$ cat src/rtl/unified_mem_arbiter.sv
`default_nettype none
// ============================================================================
// Module   : unified_mem_arbiter
// Purpose  : Shares one single-port synchronous SRAM between the core's
//            instruction-fetch port and data-memory port. At most one access
//            is issued per cycle. Read data returns one cycle after the grant
//            and is routed to the requester that won that grant.
// Ports    : clk, reset (async, active-high)
//            i_req/i_addr -> i_gnt, i_rvalid, i_rdata      (fetch port)
//            d_req/d_addr/d_wdata/d_wr_en -> d_gnt, d_rvalid, d_rdata (data)
//            mem_en/mem_addr/mem_wdata/mem_wr_en, mem_rdata (SRAM side)
//            conf_cnt : saturating count of contested cycles
// Config   : ARB_ROUND_ROBIN_EN -- when defined, contested cycles alternate
//            between requesters; otherwise data always beats fetch.
// Revision : 1.0 - initial release
// ============================================================================
module unified_mem_arbiter #(
  parameter int WIDTH = 32,
  parameter int ADDR  = 16
) (
  input  logic              clk,
  input  logic              reset,
  input  logic              i_req,
  input  logic [ADDR-1:0]   i_addr,
  output logic              i_gnt,
  output logic              i_rvalid,
  output logic [WIDTH-1:0]  i_rdata,
  input  logic              d_req,
  input  logic [ADDR-1:0]   d_addr,
  input  logic [WIDTH-1:0]  d_wdata,
  input  logic [3:0]        d_wr_en,
  output logic              d_gnt,
  output logic              d_rvalid,
  output logic [WIDTH-1:0]  d_rdata,
  output logic              mem_en,
  output logic [ADDR-3:0]   mem_addr,
  output logic [WIDTH-1:0]  mem_wdata,
  output logic [3:0]        mem_wr_en,
  input  logic [WIDTH-1:0]  mem_rdata,
  output logic [15:0]       conf_cnt
);

  typedef enum logic [1:0] {
    OWN_NONE  = 2'd0,
    OWN_FETCH = 2'd1,
    OWN_DATA  = 2'd2
  } owner_t;

  owner_t           rd_owner;
  owner_t           rd_owner_next;
  logic             grant_fetch;
  logic             grant_data;
  logic             prefer_data;
  logic             contested;
  logic [WIDTH-1:0] i_rdata_hold;
  logic [WIDTH-1:0] d_rdata_hold;

  // Byte-offset bits never reach the word-addressed SRAM.
  logic unused_addr_bits;
  assign unused_addr_bits = ^{i_addr[1:0], d_addr[1:0]};

  assign contested = i_req & d_req & ~reset;

`ifdef ARB_ROUND_ROBIN_EN
  owner_t last_owner;

  // Starts at FETCH so the first contest after reset goes to data.
  always_ff @(posedge clk or posedge reset) begin
    if (reset) begin
      last_owner <= OWN_FETCH;
    end else if (grant_data) begin
      last_owner <= OWN_DATA;
    end else if (grant_fetch) begin
      last_owner <= OWN_FETCH;
    end
  end

  assign prefer_data = (last_owner != OWN_DATA);
`else
  // The MEM-stage access is older than the fetch, so it always wins.
  assign prefer_data = 1'b1;
`endif

  // Grant selection and read tagging; no grants while reset is high.
  always_comb begin
    grant_fetch   = 1'b0;
    grant_data    = 1'b0;
    rd_owner_next = OWN_NONE;
    if (!reset) begin
      if (d_req && (!i_req || prefer_data)) begin
        grant_data = 1'b1;
      end else if (i_req) begin
        grant_fetch = 1'b1;
      end
    end
    if (grant_fetch) begin
      rd_owner_next = OWN_FETCH;
    end else if (grant_data && (d_wr_en == 4'b0000)) begin
      rd_owner_next = OWN_DATA;
    end
  end

  assign i_gnt     = grant_fetch;
  assign d_gnt     = grant_data;
  assign mem_en    = grant_fetch | grant_data;
  assign mem_addr  = grant_data  ? d_addr[ADDR-1:2] :
                     grant_fetch ? i_addr[ADDR-1:2] : '0;
  assign mem_wr_en = grant_data ? d_wr_en : 4'b0000;
  assign mem_wdata = grant_data ? d_wdata : '0;

  always_ff @(posedge clk or posedge reset) begin
    if (reset) begin
      rd_owner <= OWN_NONE;
    end else begin
      rd_owner <= rd_owner_next;
    end
  end

  // rdata is presented straight from the SRAM in the return cycle and then
  // held from a capture register until the next return to that port.
  always_ff @(posedge clk or posedge reset) begin
    if (reset) begin
      i_rdata_hold <= '0;
      d_rdata_hold <= '0;
    end else begin
      if (rd_owner == OWN_FETCH) begin
        i_rdata_hold <= mem_rdata;
      end
      if (rd_owner == OWN_DATA) begin
        d_rdata_hold <= mem_rdata;
      end
    end
  end

  assign i_rvalid = (rd_owner == OWN_FETCH);
  assign d_rvalid = (rd_owner == OWN_DATA);
  assign i_rdata  = i_rvalid ? mem_rdata : i_rdata_hold;
  assign d_rdata  = d_rvalid ? mem_rdata : d_rdata_hold;

  always_ff @(posedge clk or posedge reset) begin
    if (reset) begin
      conf_cnt <= 16'h0000;
    end else if (contested && (conf_cnt != 16'hFFFF)) begin
      conf_cnt <= conf_cnt + 16'h0001;
    end
  end

endmodule
`default_nettype wire

$ cat config.mk
export PLATFORM = sky130hd
export DESIGN_NAME = unified_mem_arbiter
export DESIGN_NICKNAME = d
export VERILOG_FILES = /design/src/rtl/unified_mem_arbiter.sv
export SDC_FILE = /design/constraint.sdc
export NUM_CORES = 1
export LEC_CHECK = 0
export ABC_CLOCK_PERIOD_IN_PS = 2700
export BUFFER_PORTS_ARGS = -buffer_cell sky130_fd_sc_hd__clkbuf_2
export CELL_PAD_IN_SITES_DETAIL_PLACEMENT = 1
export CELL_PAD_IN_SITES_GLOBAL_PLACEMENT = 2
export CORE_ASPECT_RATIO = 0.5
export CORE_MARGIN = 3
export CORE_UTILIZATION = 25
export CTS_BUF_LIST = sky130_fd_sc_hd__clkbuf_4 sky130_fd_sc_hd__clkbuf_8 sky130_fd_sc_hd__clkbuf_16
export CTS_CLUSTER_SIZE = 40
export DETAILED_ROUTE_END_ITERATION = 6
export PLACE_DENSITY = 0.87
export RECOVER_POWER = 25
export REMOVE_ABC_BUFFERS = 1
export SETUP_SLACK_MARGIN = 0.02
export SLEW_MARGIN = 15
export SYNTH_ARGS = -nofsm -noshare
export SYNTH_HDL_FRONTEND = slang
export SYNTH_SLANG_ARGS = --single-unit
$ cat constraint.sdc
create_clock -name clk -period 2.7 [get_ports clk]
set_input_delay 0.27 -clock clk [delete_from_list [all_inputs] [get_ports clk]]
set_output_delay 0.27 -clock clk [all_outputs]
set_load 0.02 [all_outputs]
=== After elaboration in Yosys (flattened, before gate mapping) ===
Index checks and enable logic that the tools add are counted.

* Flip-flop bits (word level): 82
* Word-level logic and storage cells: 28
* Input port bits: 104

* Mux-type cells: 13
* Reductions and logical operators: 3
* Bitwise logic cells: 4
* Equality and inequality tests: 3
* $add $sub $neg: 1

{| class="wikitable"
|+ Operator list
! kind !! number
|-
| $mux 32 || 3
|-
| $mux 14 || 2
|-
| $add 16x1->16 const B || 1
|-
| $ne 16x16->1 const B || 1
|-
| $mux 1 || 5
|-
| $logic_not 4->1 || 1
|-
| $mux 2 || 2
|-
| $mux 4 || 1
|-
| $and 1x1->1 || 2
|-
| $eq 2x1->1 const B || 1
|-
| $eq 2x2->1 const B || 1
|-
| $logic_and 1x1->1 || 2
|-
| $not 1->1 || 1
|-
| $or 1x1->1 || 1
|}

=== Logic depth before layout (Yosys ltp) ===
Gate-level depths: netlist of run 1.

* Word-level depth: 5
* Mapped depth: 5
* Depth with buffers taken out: 5

=== Worst setup path before layout of run 1 ===
Ideal clock, no wire load.

* Path type: reg-to-output
* Start: reg rd_owner[0]
* End: out d_rdata[24]
* Path slack: 0.813 ns
* Stages on the path, launching flop included: 5
* Arrival: 1.617 ns
* Cell sequence: dfrtp_1 > nor2b_1 > clkbuf_1 > clkbuf_1 > mux2_1

* Cells in the longest elaborated chain, start to end: 2

{| class="wikitable"
|+ RTL lines
! what !! RTL line !! source
|-
| start: declaration || 49 || <nowiki>owner_t rd_owner;</nowiki>
|-
| start signal: assignment || 115 || <nowiki>rd_owner <= rd_owner_next;</nowiki>
|-
| $eq 2x2->1 || 136 || <nowiki>assign d_rvalid = (rd_owner == OWN_DATA);</nowiki>
|-
| via d_rvalid || 33 || <nowiki>output logic d_rvalid,</nowiki>
|-
| $mux 32 || -- ||
|-
| end: declaration || 34 || <nowiki>output logic [WIDTH-1:0] d_rdata,</nowiki>
|}

The timed path passes the listed nets, and every way through them passes these cells.

=== Worst setup path after layout of run 1 ===
* Start: reg rd_owner[0]
* End: out i_rdata[10]

* Cells in the longest elaborated chain, start to end: 2

{| class="wikitable"
|+ RTL lines
! what !! RTL line !! source
|-
| $eq 2x1->1 || 135 || <nowiki>assign i_rvalid = (rd_owner == OWN_FETCH);</nowiki>
|-
| $mux 32 || -- ||
|-
| end: declaration || 27 || <nowiki>output logic [WIDTH-1:0] i_rdata,</nowiki>
|}

No other way between the ends.

==> results.py, run 1 <==
metrics = {
    "job": {
        "cap_violations": 0,
    },
    "synthesis": {
        "synthCells": 280,
        "ys_seq_elements": 82,
        "synth_ff_type": "dfrtp_1",
        "synth-edff-count": 0,
        "ys_types": 33,
        "netlist_area_um2": 3659,
        "netlist_top_cells_area": "dfrtp_1, mux2_2, and2_1",
        "synth_top_area_cell": "dfrtp_1",
        "async_flop_share_pct": 100.0,
        "synth_most_common_cell": "dfrtp_1",
        "netlist.area_leader.share_pct": 56.09,
        "ys_seq_area_share_pct": 56.09,
        "yosysWarnings": 0,
        "synth_area_per_cell_um2": 13.07,
        "synthTopCellsByCount": "dfrtp_1, mux2_2, and2_1, clkbuf_1, a22o_1",
    },
    "cells_and_area": {
        "final_cell_area_um2": 5370,
        "fin_util_pct": 38.56,
        "seq_area_um2": 2052,
        "fill_cells": 1594,
        "drive_gt1_share_pct": 58.88,
        "multiInputGateArea_um2": 1539,
        "nets": 620,
        "diodes": 0,
        "area_growth_pct": 46.79,
    },
    "critical_path": {
        "ff2ff_path_depth": 4,
        "cp_max_fo": 33,
        "critical_path.endpoint": "i_rdata[10]",
        "r2r_slack_ns": 0.84,
        "path_class": "reg2out",
        "startpoint_type": "flip-flop",
        "r2r_start": "conf_cnt[7]",
        "cp-end-kind": "primary output",
        "worstPathRequired_ns": 2.43,
        "worstPathArrival_ns": 2.00,
        "cp-startpoint": "rd_owner[0]",
        "reg2reg_to": "conf_cnt[1]",
    },
    "routing": {
        "first_pass_iters": 4,
        "routed_wl_um": 11220,
        "drt_iter0_drc": 73,
        "wire_per_inst_um": 15.81,
        "drc": 0,
        "num_vias": 3076,
        "vias_per_cell": 4.332,
        "postRouteAntennaNets": 0,
    },
    "cts": {
        "cts.sinks": 82,
        "cts_tree": "done",
        "root_buffer": "clkbuf_16",
        "htree_levels": 3,
        "cts_setup_buffers": 0,
        "clk_pin_slew_ns": 0.05,
        "clock_latency_ns": 0.33,
        "numCtsBuffers": 9,
        "cts.path.max_buffers": 2,
    },
    "placed_design": {
        "numPortBuffers": 234,
        "finalWeightedCongestion": 0.7296,
        "hpwl_um": 8921,
        "place_area_um2": 5085,
    },
    "sta": {
        "hold_violations": 0,
        "relSlewSlack_pct": 39.13,
        "setup_tns_ns": 0,
        "worst_pin_slew_ns": 0.9131,
        "finalSetupViolations": 0,
        "max_freq_mhz": 439.7,
        "rsz0062_at_grt": "no",
        "slew_violations": 0,
        "fin_crit_sh_pct": 84.23,
        "period_needed_ns": 2.274,
        "fin_skew_ns": 0.007072,
    },
    "global_routing": {
        "grt_max_degree": 53,
        "grt_usage_pct": 13.84,
        "grt_pass1_vias": 3416,
        "antenna_found_initial": 0,
        "grt-ovfl-total": 0,
        "grt_pass1_wl_um": 17790,
    },
    "floorplan": {
        "core_area_um2": 13930,
        "ioPinCount": 239,
        "start_util_pct": 26.27,
        "die-width_um": 177.1,
        "rows": 30,
        "die-height_um": 91.54,
        "dieArea_um2": 16210,
    },
    "power": {
        "cellPowerDensity_nw_per_um2": 733.3,
        "total_power_uw": 3938,
        "peakVddDrop_v": 0.0003075,
        "p_leak_uw": 0.002784,
    },
    "run_status": {
        "status": "complete, no violations",
    },
    "worst_hold_path": {
        "holdCritPathClass": "in2reg",
    },
}
stage by stage:
stage | instances | setup slack (ns) | hold WS [ns]
floorplan | 264 | -0.1563 | 0.3402
global placement | 695 | 0.7198 | 0.2720
detailed placement | 695 | 0.7240 | 0.2791
CTS | 710 | 0.3606 | 0.1080
global route | 710 | 0.2917 | 0.1159
finish | 710 | 0.4257 | 0.1205
report_power, final:
part / switching [µW] / internal, µW
Sequential: 105 / 1450
Combinational: 685 / 418
Clock: 445 / 833
logic make-up after synthesis:
logic type,after synthesis,share of synthesized area (%)
flip-flops,82,56.09
AND/OR/NAND/NOR,78,13.68
multiplexers,65,20.01
buffers and inverters,21,2.189
AO/OA/AOI/OAI,19,4.344
XOR/XNOR,14,3.352
adder cells (fa/ha/maj),1,0.3419
layout make-up:
| cell class | instances | share of cell area (%) |
|---|---|---|
| clock buffers | 11 | 4.590 |
| clock inverters | 3 | 1.212 |
| inverters | 5 | 0.3728 |
| multi-input cells | 177 | 28.66 |
| flip-flops and latches | 82 | 38.21 |
| well taps | 192 | 4.473 |
| repair buffers | 240 | 22.48 |
sequential cells by signal, summed over array words and instances (netlist names):
signal / cells
i_rdata_hold: 32
rd_owner: 2
conf_cnt: 16
d_rdata_hold: 32
critical path, stage by stage, from the launching register on:
cell and delay [ns]:
dfrtp_1 0.41, nand2b_2 0.63, mux2_2 0.43, clkbuf_2 0.16
cells in the final DEF, fill, tap and decap left out, types with 2 or more instances in the layout:
cell       instances
clkbuf_1          15
nand2_1            4
nand4_1            5
buf_4              2
and3_1             2
nor3_1             4
clkbuf_2         221
clkbuf_16          9
mux2_1             6
and2_1            36
a21oi_1            2
a22o_1            14
inv_1              4
dfrtp_1           82
mux2_2            59
nand3_1            5
nor2_1             8
xor2_1             7
xnor2_1            7
nor3b_1            2
bufinv_16          2
worst min path at each step:
stage	endpoint	cells after the start	from	slack (ns)
2_1_floorplan	rd_owner[1]	1	d_wr_en[1]	0.34
3_3_place_gp	conf_cnt[1]	2	reset	0.27
3_5_place_dp	conf_cnt[1]	2	reset	0.28
4_1_cts	rd_owner[1]	2	d_wr_en[1]	0.11
5_1_grt	rd_owner[1]	2	d_wr_en[1]	0.12
6_report	rd_owner[1]	2	d_wr_en[1]	0.12
timing repair:
action,4_1_cts,5_1_grt
resized for setup,0,0
endpoints found under the hold margin,13,0
hold buffers,1,0
metal layers:
metal	global-route usage [%]	vias up	wire length [µm]
met5	0	-	0
met4	3.396	0	91
met3	3.926	6	574
met2	25.93	87	6082
met1	15.45	1543	4476
li1	-	1440	-
No activity file was read; power rests on OpenSTA's default activity.
==> run 2: changes to the inputs <==
--- a/config.mk
+++ b/config.mk
@@ -5,7 +5,7 @@
 export SDC_FILE = /design/constraint.sdc
 export NUM_CORES = 1
 export LEC_CHECK = 0
-export ABC_CLOCK_PERIOD_IN_PS = 2700
+export ABC_CLOCK_PERIOD_IN_PS = 2300
 export BUFFER_PORTS_ARGS = -buffer_cell sky130_fd_sc_hd__clkbuf_2
 export CELL_PAD_IN_SITES_DETAIL_PLACEMENT = 1
 export CELL_PAD_IN_SITES_GLOBAL_PLACEMENT = 2
==> constraint.sdc (replaced) <==
create_clock -name clk -period 2.3 [get_ports clk]
set_input_delay 0.23 -clock clk [delete_from_list [all_inputs] [get_ports clk]]
set_output_delay 0.23 -clock clk [all_outputs]
set_load 0.02 [all_outputs]
==> results.py, run 2 (synthesis gave the netlist of run 1 again) <==
metrics = {
    "job": {
        "cap_violations": 1,
    },
    "critical_path": {
        "critPathMaxStageDelay_ns": 0.41,
        "crit_slowest_cell": "dfrtp_1",
        "path_class": "reg2out",
        "startpoint_type": "flip-flop",
        "cp_max_fo": 18,
        "cp-end-kind": "primary output",
        "worstPathArrival_ns": 1.90,
        "worstPathRequired_ns": 2.07,
        "crit_chain": "nand2b_2 > buf_12 > mux2_2 > clkbuf_2",
    },
    "power": {
        "cellPowerDensity_nw_per_um2": 840.0,
        "intPower_uw": 3063,
        "p_sw_uw": 1456,
        "peakVddDrop_v": 0.0003566,
        "sw_frac_of_total_pct": 32.21,
        "seqPwrFrac_pct": 40.4,
        "pwr-share-comb_pct": 28.9,
        "p_leak_uw": 0.002821,
        "p_clk_share_pct": 30.7,
    },
    "sta": {
        "relSlewSlack_pct": -22.45,
        "max_freq_mhz": 470.1,
        "finalSetupViolations": 0,
        "slew_violations": 42,
        "rsz0062_at_grt": "no",
        "period_needed_ns": 2.127,
        "fin_skew_ns": 0.004596,
        "hold_violations": 0,
        "hold_ws_ns": 0.06819,
        "fin_crit_sh_pct": 92.49,
        "worst_pin_slew_ns": 1.827,
        "fin_ws_ns": 0.1728,
    },
    "floorplan": {
        "core_area_um2": 13930,
        "rows": 30,
        "ioPinCount": 239,
        "dieArea_um2": 16210,
        "start_util_pct": 26.27,
        "die-height_um": 91.54,
        "die-width_um": 177.1,
    },
    "run_status": {
        "status": "complete, but fails checks",
        "violations": "max-capacitance violations, max-slew violations",
    },
    "cts": {
        "cts.path.max_buffers": 2,
        "clk_pin_slew_ns": 0.06,
        "clock_latency_ns": 0.33,
        "htree_levels": 3,
        "root_buffer": "clkbuf_16",
        "cts_setup_buffers": 0,
        "ctsResizeCount": 0,
        "cts.sinks": 82,
        "holdBufCountCts": 0,
        "numCtsBuffers": 9,
        "cts_tree": "done",
    },
    "cells_and_area": {
        "diodes": 0,
        "layout_commonest_cell": "clkbuf_2",
        "drive_gt1_share_pct": 61.78,
        "final_cell_count_no_fill": 710,
        "nets": 619,
        "area_growth_pct": 47.02,
        "reg.largest.list": "d_rdata_hold x32, i_rdata_hold x32, conf_cnt x16",
        "final_cell_mix": "clkbuf_2, dfrtp_1, mux2_2",
        "fin_util_pct": 38.63,
        "fill_cells": 1583,
    },
    "worst_hold_path": {
        "holdCritPathClass": "in2reg",
    },
    "routing": {
        "wire_per_inst_um": 15.65,
        "drc": 0,
        "drt_iter0_drc": 76,
        "first_pass_iters": 4,
        "postRouteAntennaNets": 0,
        "routed_wl_um": 11110,
        "vias_per_cell": 4.308,
        "num_vias": 3059,
    },
    "global_routing": {
        "grt_max_degree": 53,
        "grt_pass1_wl_um": 17150,
        "grt_usage_pct": 13.40,
        "grt-ovfl-total": 0,
        "antenna_found_initial": 0,
        "grt_pass1_vias": 3264,
    },
    "placed_design": {
        "dp.cells": 695,
        "finalWeightedCongestion": 0.7213,
        "numPortBuffers": 234,
        "hpwl_um": 8719,
        "place_ws_ns": 0.4202,
    },
}
==> run 2: path summary, 6_finish.rpt <==
check	depth (start not counted)	slack, ns	from	end
min	2	0.07	d_wr_en[1]	rd_owner[1]
min in group asynchronous	2	0.44	reset	rd_owner[0]
max in group asynchronous	3	0.48	reset	conf_cnt[6]
max	4	0.17	rd_owner[0]	i_rdata[29]
min reg2reg	1	0.49	d_rdata_hold[25]	d_rdata_hold[25]
max reg2reg	5	0.36	conf_cnt[0]	conf_cnt[14]
==> run 2: worst max-delay path: cells and delay by family (launching register included) <==
kind,cells,cell delay [ns]
buf+inv,2,0.41
flops,1,0.41
mux,1,0.36
simple gates,1,0.38
==> run 2: routing by layer <==
metal	routed length, µm	up-vias	global-route usage, %
met5	0	-	0
met4	144	0	3.723
met3	582	10	4.052
met2	5914	85	24.46
met1	4468	1521	15.14
li1	-	1443	-
==> run 2: cell type report <==
type	count	area [µm²]	share of cell area, %
well taps	192	240.2	4.466
clock inverters	1	7.507	0.1396
repair buffers	239	1232	22.91
inverters	5	20.02	0.3722
flip-flops and latches	82	2052	38.15
clock buffers	14	287.8	5.350
multi-input cells	177	1539	28.61
==> run 2: through the flow <==
step | TNS, ns | total power, µW | cell area (µm²)
after floorplan | -40.15 | 2637 | 3597
after global placement | 0 | 3142 | 5097
after detailed placement | 0 | 3193 | 5097
after CTS | 0 | 4602 | 5393
after global routing | 0 | 4779 | 5379
final | 0 | 4518 | 5379
==> run 2: power groups by stage <==
stage	combinational [µW]	clock [µW]	sequential, µW
2_1_floorplan	759	0	1880
3_3_place_gp	1310	0	1830
3_5_place_dp	1330	0	1860
4_1_cts	1340	1430	1830
5_1_grt	1410	1510	1860
6_report	1310	1380	1830
==> run 3: changes to the inputs <==
--- a/config.mk
+++ b/config.mk
@@ -15,6 +15,7 @@
 export CTS_BUF_LIST = sky130_fd_sc_hd__clkbuf_4 sky130_fd_sc_hd__clkbuf_8 sky130_fd_sc_hd__clkbuf_16
 export CTS_CLUSTER_SIZE = 40
 export DETAILED_ROUTE_END_ITERATION = 6
+export HOLD_SLACK_MARGIN = 0.1
 export PLACE_DENSITY = 0.87
 export RECOVER_POWER = 25
 export REMOVE_ABC_BUFFERS = 1
@@ -23,3 +24,4 @@
 export SYNTH_ARGS = -nofsm -noshare
 export SYNTH_HDL_FRONTEND = slang
 export SYNTH_SLANG_ARGS = --single-unit
+export TNS_END_PERCENT = 30
==> results.py, run 3 (synthesis gave the netlist of run 1 again) <==
metrics = {
    "sta": {
        "relSlewSlack_pct": 50.53,
        "fin_crit_sh_pct": 93.06,
        "max_freq_mhz": 467.2,
        "fin_ws_ns": 0.1597,
        "worst_pin_slew_ns": 0.7412,
        "slew_violations": 0,
        "setup_tns_ns": 0,
        "hold_violations": 0,
        "rsz0062_at_grt": "no",
        "period_needed_ns": 2.140,
        "finalSetupViolations": 0,
        "fin_skew_ns": 0.004793,
    },
    "critical_path": {
        "critical_path.endpoint": "mem_addr[5]",
        "r2r_start": "conf_cnt[0]",
        "ff2ff_path_depth": 5,
        "reg2reg_to": "conf_cnt[14]",
        "startpoint_type": "input port",
        "worstPathRequired_ns": 2.07,
        "path_class": "in2out",
        "cp_max_fo": 52,
        "cp-startpoint": "reset",
        "cp-end-kind": "primary output",
        "worstPathArrival_ns": 1.91,
        "r2r_slack_ns": 0.35,
    },
    "placed_design": {
        "hpwl_um": 8719,
        "numPortBuffers": 234,
        "dp.cells": 695,
        "place_area_um2": 5097,
        "place_ws_ns": 0.4202,
        "finalWeightedCongestion": 0.7213,
    },
    "job": {
        "cap_violations": 0,
    },
    "floorplan": {
        "ioPinCount": 239,
        "start_util_pct": 26.27,
        "die-height_um": 91.54,
        "die-width_um": 177.1,
        "core_area_um2": 13930,
        "dieArea_um2": 16210,
        "rows": 30,
    },
    "cells_and_area": {
        "diodes": 0,
        "final_cell_count_no_fill": 713,
        "final_cell_area_um2": 5396,
        "area_growth_pct": 47.50,
        "fill_cells": 1596,
        "layout_commonest_cell": "clkbuf_2",
        "final_cell_mix": "clkbuf_2, dfrtp_1, mux2_2",
        "reg.largest.list": "d_rdata_hold x32, i_rdata_hold x32, conf_cnt x16",
        "drive_gt1_share_pct": 57.39,
        "nets": 622,
    },
    "cts": {
        "htree_levels": 3,
        "numCtsBuffers": 9,
        "holdBufCountCts": 3,
        "cts.path.max_buffers": 2,
        "ctsResizeCount": 0,
        "cts.sinks": 82,
        "cts_setup_buffers": 0,
        "cts_tree": "done",
        "clk_pin_slew_ns": 0.06,
        "root_buffer": "clkbuf_16",
        "clock_latency_ns": 0.33,
    },
    "routing": {
        "num_vias": 3089,
        "wire_per_inst_um": 15.59,
        "drt_iter0_drc": 73,
        "vias_per_cell": 4.332,
        "drc": 0,
        "postRouteAntennaNets": 0,
        "first_pass_iters": 4,
        "routed_wl_um": 11120,
    },
    "run_status": {
        "status": "complete, no violations",
    },
    "global_routing": {
        "grt_usage_pct": 13.46,
        "grt-ovfl-total": 0,
        "use_met1_pct": 15.30,
        "antenna_found_initial": 0,
        "grt_max_degree": 53,
        "grt_pass1_vias": 3283,
        "grt_util_met3_pct": 4.094,
        "grt_pass1_wl_um": 17230,
        "use_met2_pct": 24.46,
        "grt_busiest_layer": "met2",
    },
    "worst_hold_path": {
        "holdCritPathClass": "in2reg",
        "min_from": "mem_rdata[26]",
    },
    "power": {
        "total_power_uw": 4504,
        "cellPowerDensity_nw_per_um2": 834.7,
        "peakVddDrop_v": 0.0003500,
        "p_leak_uw": 0.002804,
    },
}
-- run 3: critical path, stage by stage --
cell and delay (ns):
dlygate4sd3_1 0.56, clkbuf_2 0.16, nor2b_2 0.13, buf_4 0.38
a22o_1 0.26, clkbuf_2 0.18
-- run 3: worst min-delay path by stage --
stage	to	slack, ns	cells past startpoint
after floorplan	rd_owner[1]	0.30	1
after global placement	rd_owner[0]	0.41	2
after detailed placement	rd_owner[1]	0.41	2
after CTS	d_rdata_hold[25]	0.14	2
after global routing	d_rdata_hold[25]	0.15	2
final	d_rdata_hold[26]	0.16	2
-- run 3: through the flow --
step	hold WS, ns	util, %
global route	0.1484	38.75
floorplan	0.3002	-
finish	0.1581	38.75
global placement	0.4080	36.60
CTS	0.1412	38.94
detailed placement	0.4058	36.60
-- run 3: area by class of cell --
cell class | instances | area (µm²) | area share, %
clock buffers | 14 | 287.8 | 5.333
clock inverters | 1 | 7.507 | 0.1391
inverters | 5 | 20.02 | 0.3710
multi-input cells | 177 | 1531 | 28.38
flip-flops and latches | 82 | 2052 | 38.02
well taps | 192 | 240.2 | 4.452
repair buffers | 242 | 1257 | 23.30
-- run 3: power breakdown --
group          internal (µW)  total [µW]  switching, µW  leakage, µW
Clock                    855        1380            528     0.000144
Combinational            490        1300            805      0.00164
Sequential              1700        1830            121      0.00102
Total                   3050        4500           1450      0.00280
-- run 3: per-layer routing --
metal	vias to the layer above	routed length, µm
met5	-	0
met4	0	144
met3	10	580
met2	87	5896
met1	1540	4496
li1	1452	-
